**src/rtl/add_serial_n_if.sv**
```systemverilog
// Operand / result bundle for the bit-serial adder. The same bundle fits the
// parallel adder, so either can sit behind one controller or harness.
interface add_serial_n_if #(
  parameter int n = 8
);
  logic         start_i;
  logic [n-1:0] data0_i;
  logic [n-1:0] data1_i;
  logic         busy_o;
  logic         fl_o;
  logic [n:0]   sum_o;

  // requester side: issues operands and start, observes status and result
  modport master (
    output start_i, data0_i, data1_i,
    input  busy_o, fl_o, sum_o
  );

  // adder side
  modport slave (
    input  start_i, data0_i, data1_i,
    output busy_o, fl_o, sum_o
  );
endinterface

```
**src/rtl/add_serial_n.sv**
```systemverilog
// Bit-serial unsigned adder: latches two n-bit operands on start, adds them
// LSB-first through one full-adder cell with a registered carry, and
// presents the (n+1)-bit sum with a one-cycle completion flag.
module add_serial_n #(
  parameter int n = 8
) (
  input  logic          clk_i,
  input  logic          rst_i,
  add_serial_n_if.slave bus
);
  localparam int CW = (n > 1) ? $clog2(n) : 1;

  typedef enum logic [1:0] {
    IDLE  = 2'b00,
    SHIFT = 2'b01,
    DONE  = 2'b10
  } state_t;

  state_t        state;
  logic [n-1:0]  op_a;
  logic [n-1:0]  op_b;
  logic [n-1:0]  res;
  logic          cy;
  logic [CW-1:0] cnt;
  logic          busy;
  logic          fl;
  logic [n:0]    sum;
  logic          s_bit;
  logic          c_out;

  // One full-adder cell: returns {carry, sum}.
  function automatic logic [1:0] full_add(input logic a, input logic b, input logic c);
    full_add = {(a & b) | (a & c) | (b & c), a ^ b ^ c};
  endfunction

  // adder cell working on the current operand LSBs and the stored carry
  always_comb begin
    {c_out, s_bit} = full_add(op_a[0], op_b[0], cy);
  end

  // control sequence, serial datapath and registered outputs
  always_ff @(posedge clk_i or negedge rst_i) begin
    if (!rst_i) begin
      state <= IDLE;
      op_a  <= '0;
      op_b  <= '0;
      res   <= '0;
      cy    <= 1'b0;
      cnt   <= '0;
      busy  <= 1'b0;
      fl    <= 1'b0;
      sum   <= '0;
    end else begin
      case (state)
        IDLE: begin
          fl <= 1'b0;
          if (bus.start_i) begin
            op_a  <= bus.data0_i;
            op_b  <= bus.data1_i;
            cy    <= 1'b0;
            cnt   <= '0;
            busy  <= 1'b1;
            state <= SHIFT;
          end else begin
            busy  <= 1'b0;
            state <= IDLE;
          end
        end
        SHIFT: begin
          res  <= {s_bit, res[n-1:1]};
          op_a <= {1'b0, op_a[n-1:1]};
          op_b <= {1'b0, op_b[n-1:1]};
          cy   <= c_out;
          cnt  <= cnt + CW'(1);
          // last bit: the fresh sum bit and carry complete the result
          if (cnt == CW'(n - 1)) begin
            sum   <= {c_out, s_bit, res[n-1:1]};
            busy  <= 1'b0;
            fl    <= 1'b1;
            state <= DONE;
          end else begin
            state <= SHIFT;
          end
        end
        DONE: begin
          fl    <= 1'b0;
          busy  <= 1'b0;
          state <= IDLE;
        end
        default: begin
          fl    <= 1'b0;
          busy  <= 1'b0;
          state <= IDLE;
        end
      endcase
    end
  end

  assign bus.busy_o = busy;
  assign bus.fl_o   = fl;
  assign bus.sum_o  = sum;
endmodule
```
**src/flat_wrapper.sv**
```systemverilog
// flat-port wrapper written by rule: the top's interface ports become plain ports
module add_serial_n_flat 
#(
  parameter int n = 8
)
  (clk_i, rst_i, bus_start_i, bus_data0_i, bus_data1_i, bus_busy_o, bus_fl_o, bus_sum_o);
  add_serial_n_if #(.n(n)) bus_i ();
  input  logic clk_i;
  input  logic rst_i;
  input wire logic [$bits(bus_i.start_i)-1:0] bus_start_i;
  input wire logic [$bits(bus_i.data0_i)-1:0] bus_data0_i;
  input wire logic [$bits(bus_i.data1_i)-1:0] bus_data1_i;
  output wire logic [$bits(bus_i.busy_o)-1:0] bus_busy_o;
  output wire logic [$bits(bus_i.fl_o)-1:0] bus_fl_o;
  output wire logic [$bits(bus_i.sum_o)-1:0] bus_sum_o;
  assign bus_i.start_i = bus_start_i;
  assign bus_i.data0_i = bus_data0_i;
  assign bus_i.data1_i = bus_data1_i;
  assign bus_busy_o = bus_i.busy_o;
  assign bus_fl_o = bus_i.fl_o;
  assign bus_sum_o = bus_i.sum_o;
  add_serial_n #(.n(n)) u_core (.clk_i(clk_i), .rst_i(rst_i), .bus(bus_i));
endmodule
```
**config.mk**
```make
export PLATFORM = sky130hd
export DESIGN_NAME = add_serial_n_flat
export DESIGN_NICKNAME = d
export VERILOG_FILES = /design/src/rtl/add_serial_n_if.sv /design/src/rtl/add_serial_n.sv /design/src/flat_wrapper.sv
export SDC_FILE = /design/constraint.sdc
export NUM_CORES = 1
export LEC_CHECK = 0
export ABC_AREA = 1
export BUFFER_PORTS_ARGS = -buffer_cell sky130_fd_sc_hd__buf_2
export CAP_MARGIN = 30
export CORE_MARGIN = 3
export CORE_UTILIZATION = 50
export DETAILED_ROUTE_END_ITERATION = 7
export PLACE_DENSITY = 0.82
export SETUP_SLACK_MARGIN = 0.4
export SYNTH_ARGS = -nofsm -noshare
export SYNTH_HDL_FRONTEND = slang
export SYNTH_SLANG_ARGS = --single-unit
```
**constraint.sdc**
```tcl
create_clock -name clk_i -period 1.8 [get_ports clk_i]
set_input_delay 0.54 -clock clk_i [delete_from_list [all_inputs] [get_ports clk_i]]
set_output_delay 0.54 -clock clk_i [all_outputs]
set_load 0.01 [all_outputs]
```
# Yosys cells after proc, flatten, opt, wreduce, memory -nomap -nowiden
# Index checks and enable logic that the tools add are counted.
# word_totals
ff_bits	41
input_bits	19
output_inout_bits	11
wordCells	41
# classes
add_sub_neg	1
n_eq_ne	4
mux	16
bitwise	7
n_reduce_logical	4
# op_table
cell	n
$pmux W8 S2	2
$mux W8	2
$mux W1	6
$pmux W3 S2	1
$pmux W1 S2	2
$pmux W2 S2	1
$reduce_and A2 Y1	2
$add A3 B1 Y3 const B	1
$and A1 B1 Y1	3
$eq A3 B3 Y1 const B	1
$mux W3	1
$eq A2 B1 Y1 const B	1
$logic_not A2 Y1	1
$mux W2	1
$ne A2 B1 Y1 const B	1
$ne A2 B2 Y1 const B	1
$or A1 B1 Y1	2
$reduce_bool A2 Y1	1
$xor A1 B1 Y1	2

# Longest topological paths before layout
# Gate-level depths: netlist of the first run.
# depth
depth_word	4
ltp_mapped	7
depth_no_buf	6

# Worst setup path before layout of the first run
# No wires, ideal clock.
# synth_timing
path_kind	register to register
startpoint	reg u_core.cnt[0]
endpoint	reg u_core.sum[0], in the netlist u_core.bus.sum_o[0]
setup_ns	0.065
arrival_ns	1.152
t_required_ns	1.735
path_slack_ns	0.583
stages_incl_launch_ff	7
path_buffers	1
synth_period_minus_slack_ns	1.217
cell_sequence	dfrtp_1 ha_1 ha_1 nand2_4 buf_6 nand2_1 nand2_1
# synth_via
elab_chain_cells	2
# synth_lines
element	line_no	text
from (decl)	add_serial_n.sv:24	logic [CW-1:0] cnt;
from (signal assigned)	add_serial_n.sv:74	cnt <= cnt + CW'(1);
$eq A3 B3 Y1	add_serial_n.sv:76	if (cnt == CW'(n - 1)) begin
$reduce_and A2 Y1 (no line)	-	
to (signal assigned)	add_serial_n.sv:77	sum <= {c_out, s_bit, res[n-1:1]};
to (decl)	add_serial_n.sv:27	logic [n:0] sum;
# Every way passes these cells.
# A chain may end at the register's enable or synchronous reset.

# Final worst setup path of the first run
# layout_timing
startpoint	reg u_core.sum[0], in the netlist u_core.bus.sum_o[0]
endpoint	out bus_sum_o[0]
# layout_rtl
element	line_no	text
to (decl)	flat_wrapper.sv:15	output wire logic [$bits(bus_i.sum_o)-1:0] bus_sum_o;
# No word-level cell between the ends.

==> out/metrics.csv, run 1 <==
stage,metric,value,unit
status,outcome,"finished, final reports clean",
job,drv_cap,0,
die,initial_core_util,53.9,%
layout,diodes,0,
synth,syn_area,1870,sq um
setup_path,crit_fanout,2,
synth,postSynthAreaPerCell,8.42,sq um
power,p_per_area,1770,nW/um^2
layout,final_util,63.5,%
clock_tree,cts_sinks,40,
layout,multi_input_area,651,sq um
clock_tree,cts.reportedPaths.clkPinSlew,0.08,ns
route,drtPass1Iterations,4,
worst_hold_path,min_path_type,in -> async,
setup_path,startpoint,u_core.bus.sum_o[0],
timing,min_period_over_period,76.5,%
global_routing,grt_pass1_wl,5.84,mm
timing,hold-worst-slack,0.295,ns
timing,rsz0062_at_grt,true,
timing,timing.fmax,726,MHz
setup_path,cp_cell_sequence,buf_2,
die,core_area,3470,sq um
setup_path,crit_cells,1,
setup_path,cp.buffers_inverters,1,
setup_path,reg2regPathDepth,6,
placed_design,dp_hpwl,2.33,mm
clock_tree,clockBufferDepth,2,
setup_path,r2r-end,u_core.op_a[4],
synth,synth_cell_types,20,
power,peakVddDrop,619,uV
route,avgRoutedWirePerCell,11.5,um
synth,synthCells,222,
clock_tree,cts_tree,built,
global_routing,grt_pass1_vias,1329,
route,vias_per_cell,4.73,
timing,worst_pin_slew,0.480,ns
die,io-pin-count,30,
synth,ys_seq_area_share,53.5,%
route,wl,3.49,mm
setup_path,crit_family,flip-flops,
layout,nNetsFinal,279,
power,power.leakage,1.26,nW
timing,relSlewSlack,68.0,%
setup_path,slowest_delay,0.40,ns
setup_path,required,1.26,ns
setup_path,r2r-start,u_core.state[1],
placed_design,portBuffers,29,
global_routing,grt_max_degree,41,
setup_path,critical_path_class,reg -> out,
global_routing,gr-total-overflow,0,
timing,drv_slew,0,
clock_tree,htree_levels,2,
layout,n_fill_cell,309,
layout,final_common_cell,nand2_1,
die,die_y,67.1,um
layout,seq_area,1000,sq um
synth,syn-num-nets,244,
synth,ys_ff_latch,40,
setup_path,rrSetupSlack,0.50,ns
layout,layout_common_cells,"73 x nand2_1, 40 x dfrtp_1, 37 x inv_1",
clock_tree,cts_root_buf,clkbuf_8,
placed_design,gp_congestion,0.824,
setup_path,endpoint_kind,primary output,
setup_path,cp_data_arrival_time,0.84,ns
global_routing,antenna_found_initial,0,
layout,area_growth,17.9,%
clock_tree,numCtsBuffers,5,
layout,drive_gt1_share,23.6,%
timing,finalSetupViolCount,0,
die,dieWidth,67.1,um
setup_path,worst_setup_path_start_kind,register,
global_routing,grt_util_all_layers,17.7,%
route,vias,1438,
route,drt_iter0_drc,171,
die,core.rowCount,21,
synth,synth_warnings,0,
timing,clock_skew,0.00823,ns
route,ant_nets,0,
setup_path,endpoint,bus_sum_o[0],
timing,period_needed,1.38,ns
route,drcViolationCount,0,
clock_tree,clk_latency,0.30,ns
die,dieArea,4510,sq um
timing,finalHoldViolCount,0,
timing,tns,0,ns
clock_tree,holdBufCountCts,0,
setup_path,critPathSlowestCell,dfrtp_1,
## registers in the layout (all words and copies together), names as in the netlist
register / flops
u_core.op_a: 8
u_core.state: 2
u_core.res: 7
u_core.cnt: 3
u_core.bus.sum_o: 9
u_core.bus.fl_o: 1
u_core.op_b: 8
u_core.bus.busy_o: 1
u_core.cy: 1
## what timing repair did
item / CTS / global route
buffers inserted: 0 / 4
setup endpoints to repair: 0 / 22
resized for setup: 0 / 1
## synth_stat cells
master	count	share of area, %
nand2_1	73	15
dfrtp_1	40	54
inv_1	37	7.4
nand3_1	28	7.5
o21ai_0	10	2.7
o21ai_2	7	3.3
buf_2	4	1.1
nor2_1	4	0.80
buf_6	3	1.8
nand2_2	3	1.0
ha_1	2	1.3
inv_2	2	0.40
nand2_4	2	1.2
a21oi_1	1	0.27
buf_4	1	0.40
clkbuf_1	1	0.20
fa_1	1	1.1
inv_4	1	0.33
nand3b_1	1	0.40
nor2_4	1	0.60
## per-layer routing
layer  up-vias  wire, um  share of wire [%]  track usage [%]
met4         0        78                2.2             10.1
met5         -         0                  0                0
met3         7       184                5.3             3.49
li1        740         -                  -                -
met2        36      1650                 47             27.0
met1       655      1580                 45             23.5
## cell type report
class / count / area share (%)
Sequential cell: 40 / 45.4
Clock buffer: 6 / 3.75
Timing Repair Buffer: 37 / 9.88
Tap cell: 46 / 2.61
Inverter: 40 / 7.04
Multi-Input combinational cell: 133 / 29.5
Clock inverter: 2 / 1.76
## power by group
group	switching, mW	leakage, nW	internal (mW)	total (mW)
registers	0.241	0.497	1.32	1.56
logic	0.967	0.703	0.613	1.58
clock network	0.311	0.0614	0.453	0.764
total	1.52	1.26	2.39	3.91
## worst min path at each step
| stage | start | endpoint | slack, ns |
|---|---|---|---|
| after floorplan | rst_i | u_core.bus.busy_o | 0.24 |
| after global placement | u_core.res[1] | u_core.bus.sum_o[0] | 0.45 |
| after detailed placement | u_core.op_b[4] | u_core.op_b[4] | 0.46 |
| after CTS | rst_i | u_core.bus.sum_o[7] | 0.31 |
| after global routing | rst_i | u_core.bus.sum_o[3] | 0.33 |
| final | rst_i | u_core.bus.sum_o[7] | 0.29 |
## stage by stage
step | area (sq um) | std cells | setup WS [ns] | total power [mW]
2_1_floorplan | 1870 | 222 | 0.583 | 2.71
3_3_place_gp | 2040 | 292 | 0.403 | 3.05
3_5_place_dp | 2040 | 292 | 0.407 | 3.11
4_1_cts | 2160 | 300 | 0.401 | 3.90
5_1_grt | 2200 | 304 | 0.398 | 4.25
6_report | 2200 | 304 | 0.423 | 3.91
## cells by family (layout without fill, tap and decap cells)
group,Yosys count,after routing,synth area share [%]
simple gates,112,112,26.2
fa+ha+maj,3,3,2.41
compound gates,18,18,6.22
buf+inv,49,85,11.6
flops,40,40,53.5
No activity file was read; power rests on OpenSTA's default activity.
==> run 2, diff against run 1 <==
Clock period 1.8 ns to 1.3 ns, I/O delays scaled along.
==> out/metrics.csv, run 2 (synthesis results as in run 1) <==
stage,metric,value,unit
status,outcome,"finished, final reports clean",
die,die_y,67.1,um
power,p_sw_share,44.4,%
global_routing,grt_max_degree,41,
clock_tree,cts.reportedPaths.clkPinSlew,0.10,ns
setup_path,critPathSlowestCell,dfrtp_2,
global_routing,gr-total-overflow,0,
setup_path,slowest_delay,0.48,ns
clock_tree,clockBufferDepth,2,
setup_path,crit_family,flip-flops,
route,ant_nets,0,
layout,stdcell_count,344,
global_routing,antenna_found_initial,0,
global_routing,grt_pass1_wl,8.83,mm
layout,n_fill_cell,145,
setup_path,endpoint_kind,register,
placed_design,placed_cells,295,
die,core.rowCount,21,
die,dieWidth,67.1,um
route,vias_per_cell,5.85,
power,p_per_area,2720,nW/um^2
route,avgRoutedWirePerCell,22.0,um
die,core_area,3470,sq um
layout,final_common_cell,nand2_1,
layout,layout_common_cells,"49 x nand2_1, 39 x dfrtp_1, 35 x inv_1",
global_routing,grt_pass1_vias,1768,
setup_path,worst_setup_path_start_kind,register,
die,dieArea,4510,sq um
timing,finalSetupViolCount,0,
timing,worst_pin_slew,0.226,ns
setup_path,required,1.52,ns
placed_design,dp_hpwl,2.53,mm
power,power_frac_seq,28.8,%
die,initial_core_util,53.9,%
timing,relSlewSlack,84.9,%
timing,tns,0,ns
worst_hold_path,min_path_type,in -> async,
setup_path,critical_path_class,reg -> reg,
layout,area_growth,60.3,%
timing,clock_skew,0.0249,ns
route,wl,7.55,mm
job,drv_cap,0,
timing,fin_ws,0.0109,ns
timing,finalHoldViolCount,0,
power,clockPowerShare,13.2,%
clock_tree,htree_levels,2,
power,peakVddDrop,1780,uV
die,io-pin-count,30,
setup_path,cp_cell_sequence,"inv_2, nor2_4, buf_12, nand2_8, buf_4, o21ai_2",
setup_path,crit_fanout,5,
clock_tree,cts_sinks,40,
layout,largest_reg_flops,9,
clock_tree,clk_latency,0.32,ns
global_routing,grt_util_all_layers,27.0,%
power,p_int,4.53,mW
timing,drv_slew,0,
power,p_switching,3.61,mW
route,vias,2014,
timing,rsz0062_at_grt,true,
layout,nNetsFinal,319,
power,pwr-share-comb,58.1,%
layout,drive_gt1_share,54.7,%
placed_design,portBuffers,29,
route,drtPass1Iterations,5,
placed_design,gp_congestion,0.754,
setup_path,cp.buffers_inverters,3,
timing,period_needed,1.29,ns
layout,diodes,0,
setup_path,cp_data_arrival_time,1.51,ns
timing,min_period_over_period,99.2,%
route,drt_iter0_drc,281,
clock_tree,cts_tree,built,
timing,timing.fmax,776,MHz
power,power.leakage,1.64,nW
clock_tree,numCtsBuffers,5,
placed_design,place_ws,0.00492,ns
route,drcViolationCount,0,
clock_tree,cts_root_buf,clkbuf_8,
[run 2: layout make-up]
class	instances	area, sq um	area share [%]
multi-input cells	136	1010	33.7
clock buffers	6	72.6	2.42
inverters	40	163	5.43
flip-flops and latches	40	1000	33.4
clock inverters	2	35.0	1.17
repair buffers	74	656	21.9
well taps	46	57.6	1.92
[run 2: path summary, 6_finish.rpt]
kind | endpoint | slack, ns | from | cells after the start
hold / removal | u_core.cnt[2] | 0.03 | rst_i | 2
min in group clk_i | u_core.op_a[7] | 0.32 | bus_data0_i[7] | 3
hold reg to reg | u_core.op_b[4] | 0.48 | u_core.op_b[4] | 2
setup reg to reg | u_core.bus.sum_o[1] | 0.01 | u_core.state[0] | 6
setup / recovery | u_core.bus.sum_o[1] | 0.01 | u_core.state[0] | 6
max in group asynchronous | u_core.op_b[2] | 1.05 | rst_i | 2
[run 2: stage by stage]
step	hold slack (ns)	total power, mW	instance area, sq um	util [%]
floorplan	0.0944	3.92	1930	-
global placement	0.372	4.34	2100	60.7
detailed placement	0.373	4.46	2100	60.7
CTS	0.0500	6.67	2720	78.3
global route	0.0452	8.50	3000	86.4
finish	0.0308	8.14	3000	86.4
[run 2: timing repair]
item / in CTS / in global routing
buffers inserted: 25 / 11
resized for setup: 63 / 46
pin swaps: 24 / 24
endpoints found under the setup margin: 51 / 51
cloned: 4 / 1
hold buffers: 0 / 0
[run 2: layer usage]
layer / global-route usage, % / part of all wire, % / routed length (um) / vias to the layer above
met3: 7.65 / 10 / 758 / 46
met4: 9.37 / 5.4 / 410 / 0
met5: 0 / 0 / 0 / -
met1: 35.8 / 38 / 2900 / 968
met2: 42.6 / 46 / 3490 / 167
li1: - / - / - / 833
[run 2: power groups by stage]
| stage | clock (mW) | sequential, mW | combinational (mW) |
|---|---|---|---|
| 2_1_floorplan | 0 | 2.19 | 1.73 |
| 3_3_place_gp | 0 | 2.17 | 2.17 |
| 3_5_place_dp | 0 | 2.20 | 2.27 |
| 4_1_cts | 1.00 | 2.19 | 3.47 |
| 5_1_grt | 1.13 | 2.36 | 5.00 |
| 6_report | 1.07 | 2.34 | 4.73 |
==> run 3, diff against run 2 <==
Clock period 1.3 ns to 1.7 ns, I/O delays scaled along.
==> out/metrics.csv, run 3 (synthesis results as in run 1) <==
stage,metric,value,unit
clock_tree,clk_latency,0.29,ns
global_routing,grt_pass1_vias,1462,
timing,clock_skew,0.00646,ns
setup_path,critPathSlowestCell,dfrtp_1,
layout,largest_reg_flops,9,
route,vias_per_cell,4.78,
route,vias,1512,
setup_path,cp_cell_sequence,buf_6,
clock_tree,clockBufferDepth,2,
timing,timing.fmax,745,MHz
setup_path,cp_data_arrival_time,0.83,ns
die,core.rowCount,21,
die,die_y,67.1,um
global_routing,grt_pass1_wl,6.59,mm
clock_tree,cts.reportedPaths.clkPinSlew,0.08,ns
clock_tree,cts_sinks,40,
clock_tree,htree_levels,2,
placed_design,dp_hpwl,2.37,mm
placed_design,gp_congestion,0.722,
placed_design,portBuffers,29,
clock_tree,numCtsBuffers,5,
timing,period_needed,1.34,ns
setup_path,reg2regPathDepth,6,
setup_path,endpoint_kind,primary output,
clock_tree,holdBufCountCts,0,
clock_tree,cts_tree,built,
power,p_per_area,1830,nW/um^2
die,initial_core_util,53.9,%
timing,min_period_over_period,79.0,%
timing,finalHoldViolCount,0,
layout,drive_gt1_share,27.4,%
route,drt_iter0_drc,109,
power,peakVddDrop,720,uV
status,outcome,"finished, final reports clean",
setup_path,cp.buffers_inverters,1,
setup_path,critical_path_class,reg -> out,
timing,fin_ws,0.357,ns
route,wl,3.70,mm
placed_design,place_area,2060,sq um
timing,relSlewSlack,84.1,%
global_routing,gr-total-overflow,0,
timing,tns,0,ns
layout,nNetsFinal,291,
timing,finalSetupViolCount,0,
layout,area_growth,22.1,%
setup_path,slowest_delay,0.41,ns
timing,drv_slew,0,
die,dieArea,4510,sq um
power,power.leakage,1.30,nW
layout,final_area,2280,sq um
layout,final_common_cell,nand2_1,
clock_tree,cts_root_buf,clkbuf_8,
setup_path,required,1.19,ns
timing,worst_pin_slew,0.237,ns
global_routing,antenna_found_initial,0,
route,avgRoutedWirePerCell,11.7,um
die,core_area,3470,sq um
setup_path,worst_setup_path_start_kind,register,
route,drcViolationCount,0,
layout,diodes,0,
die,io-pin-count,30,
placed_design,place_ws,0.332,ns
timing,rsz0062_at_grt,true,
setup_path,crit_family,flip-flops,
route,ant_nets,0,
global_routing,grt_max_degree,41,
worst_hold_path,min_path_type,in -> async,
setup_path,crit_cells,1,
global_routing,grt_util_all_layers,19.8,%
die,dieWidth,67.1,um
job,drv_cap,0,
layout,layout_common_cells,"73 x nand2_1, 40 x dfrtp_1, 37 x inv_1",
route,drtPass1Iterations,4,
setup_path,crit_fanout,2,
## run 3: cell count changes in the layout (fill, tap and decap cells not counted), moves of 6 or more
cell and change:
buf_6 -13, nand2_1 +24, nand2_2 -14, nand2_4 -6, nand2_8 -6, nand3_1 +20, nand3_2 -20, o21ai_0 +10
o21ai_2 -10
## run 3: where the power goes
group          switching [mW]  total [mW]  internal [mW]
Combinational            1.07        1.88          0.810
Sequential              0.264        1.67           1.40
Clock                   0.310       0.634          0.323
Total                    1.65        4.18           2.54
## run 3: worst paths after layout
path	slack (ns)	to	startpoint
max	0.36	bus_fl_o	u_core.bus.fl_o
min	0.17	u_core.op_a[5]	rst_i
min reg2reg	0.48	u_core.bus.sum_o[2]	u_core.bus.sum_o[2]
max in group asynchronous	1.34	u_core.bus.sum_o[2]	rst_i
min in group clk_i	0.44	u_core.op_a[7]	bus_data0_i[7]
max reg2reg	0.45	u_core.bus.sum_o[6]	u_core.cnt[0]
## run 3: layout make-up
| cell class | count | area (sq um) |
|---|---|---|
| clock buffers | 6 | 82.6 |
| clock inverters | 2 | 10.0 |
| fillers | 295 | 1190 |
| inverters | 40 | 153 |
| multi-input cells | 134 | 659 |
| flip-flops and latches | 40 | 1000 |
| well taps | 46 | 57.6 |
| repair buffers | 48 | 319 |
## run 3: repair_timing
| action | CTS | global route |
|---|---|---|
| setup endpoints to repair | 14 | 20 |
| cloned | 1 | 0 |
| pin swaps | 1 | 0 |
| gates resized for setup | 0 | 4 |
| buffers inserted | 10 | 4 |
## run 3: worst reg2reg max path, stage by stage, from the launching register on
cell and delay, ns:
dfrtp_1 0.37, ha_1 0.16, ha_2 0.24, nand2_4 0.10, buf_4 0.15, nand2_1 0.06, o21ai_2 0.05
## run 3: per-stage QoR
stage	util [%]	std cells	hold slack, ns	power [mW]
final	65.8	316	0.173	4.18
after CTS	64.3	312	0.184	4.08
after global routing	65.8	316	0.187	4.59
after floorplan	-	222	0.214	2.87
after global placement	59.3	293	0.454	3.23
after detailed placement	59.3	293	0.456	3.32
## run 3: layer usage
metal	vias up	routed length, um	part of all wire, %	track usage, %
li1	768	-	-	-
met1	712	1660	45	25.6
met2	24	1850	50	32.9
met3	8	121	3.3	3.99
met4	0	70	1.9	7.59
met5	-	0	0	0
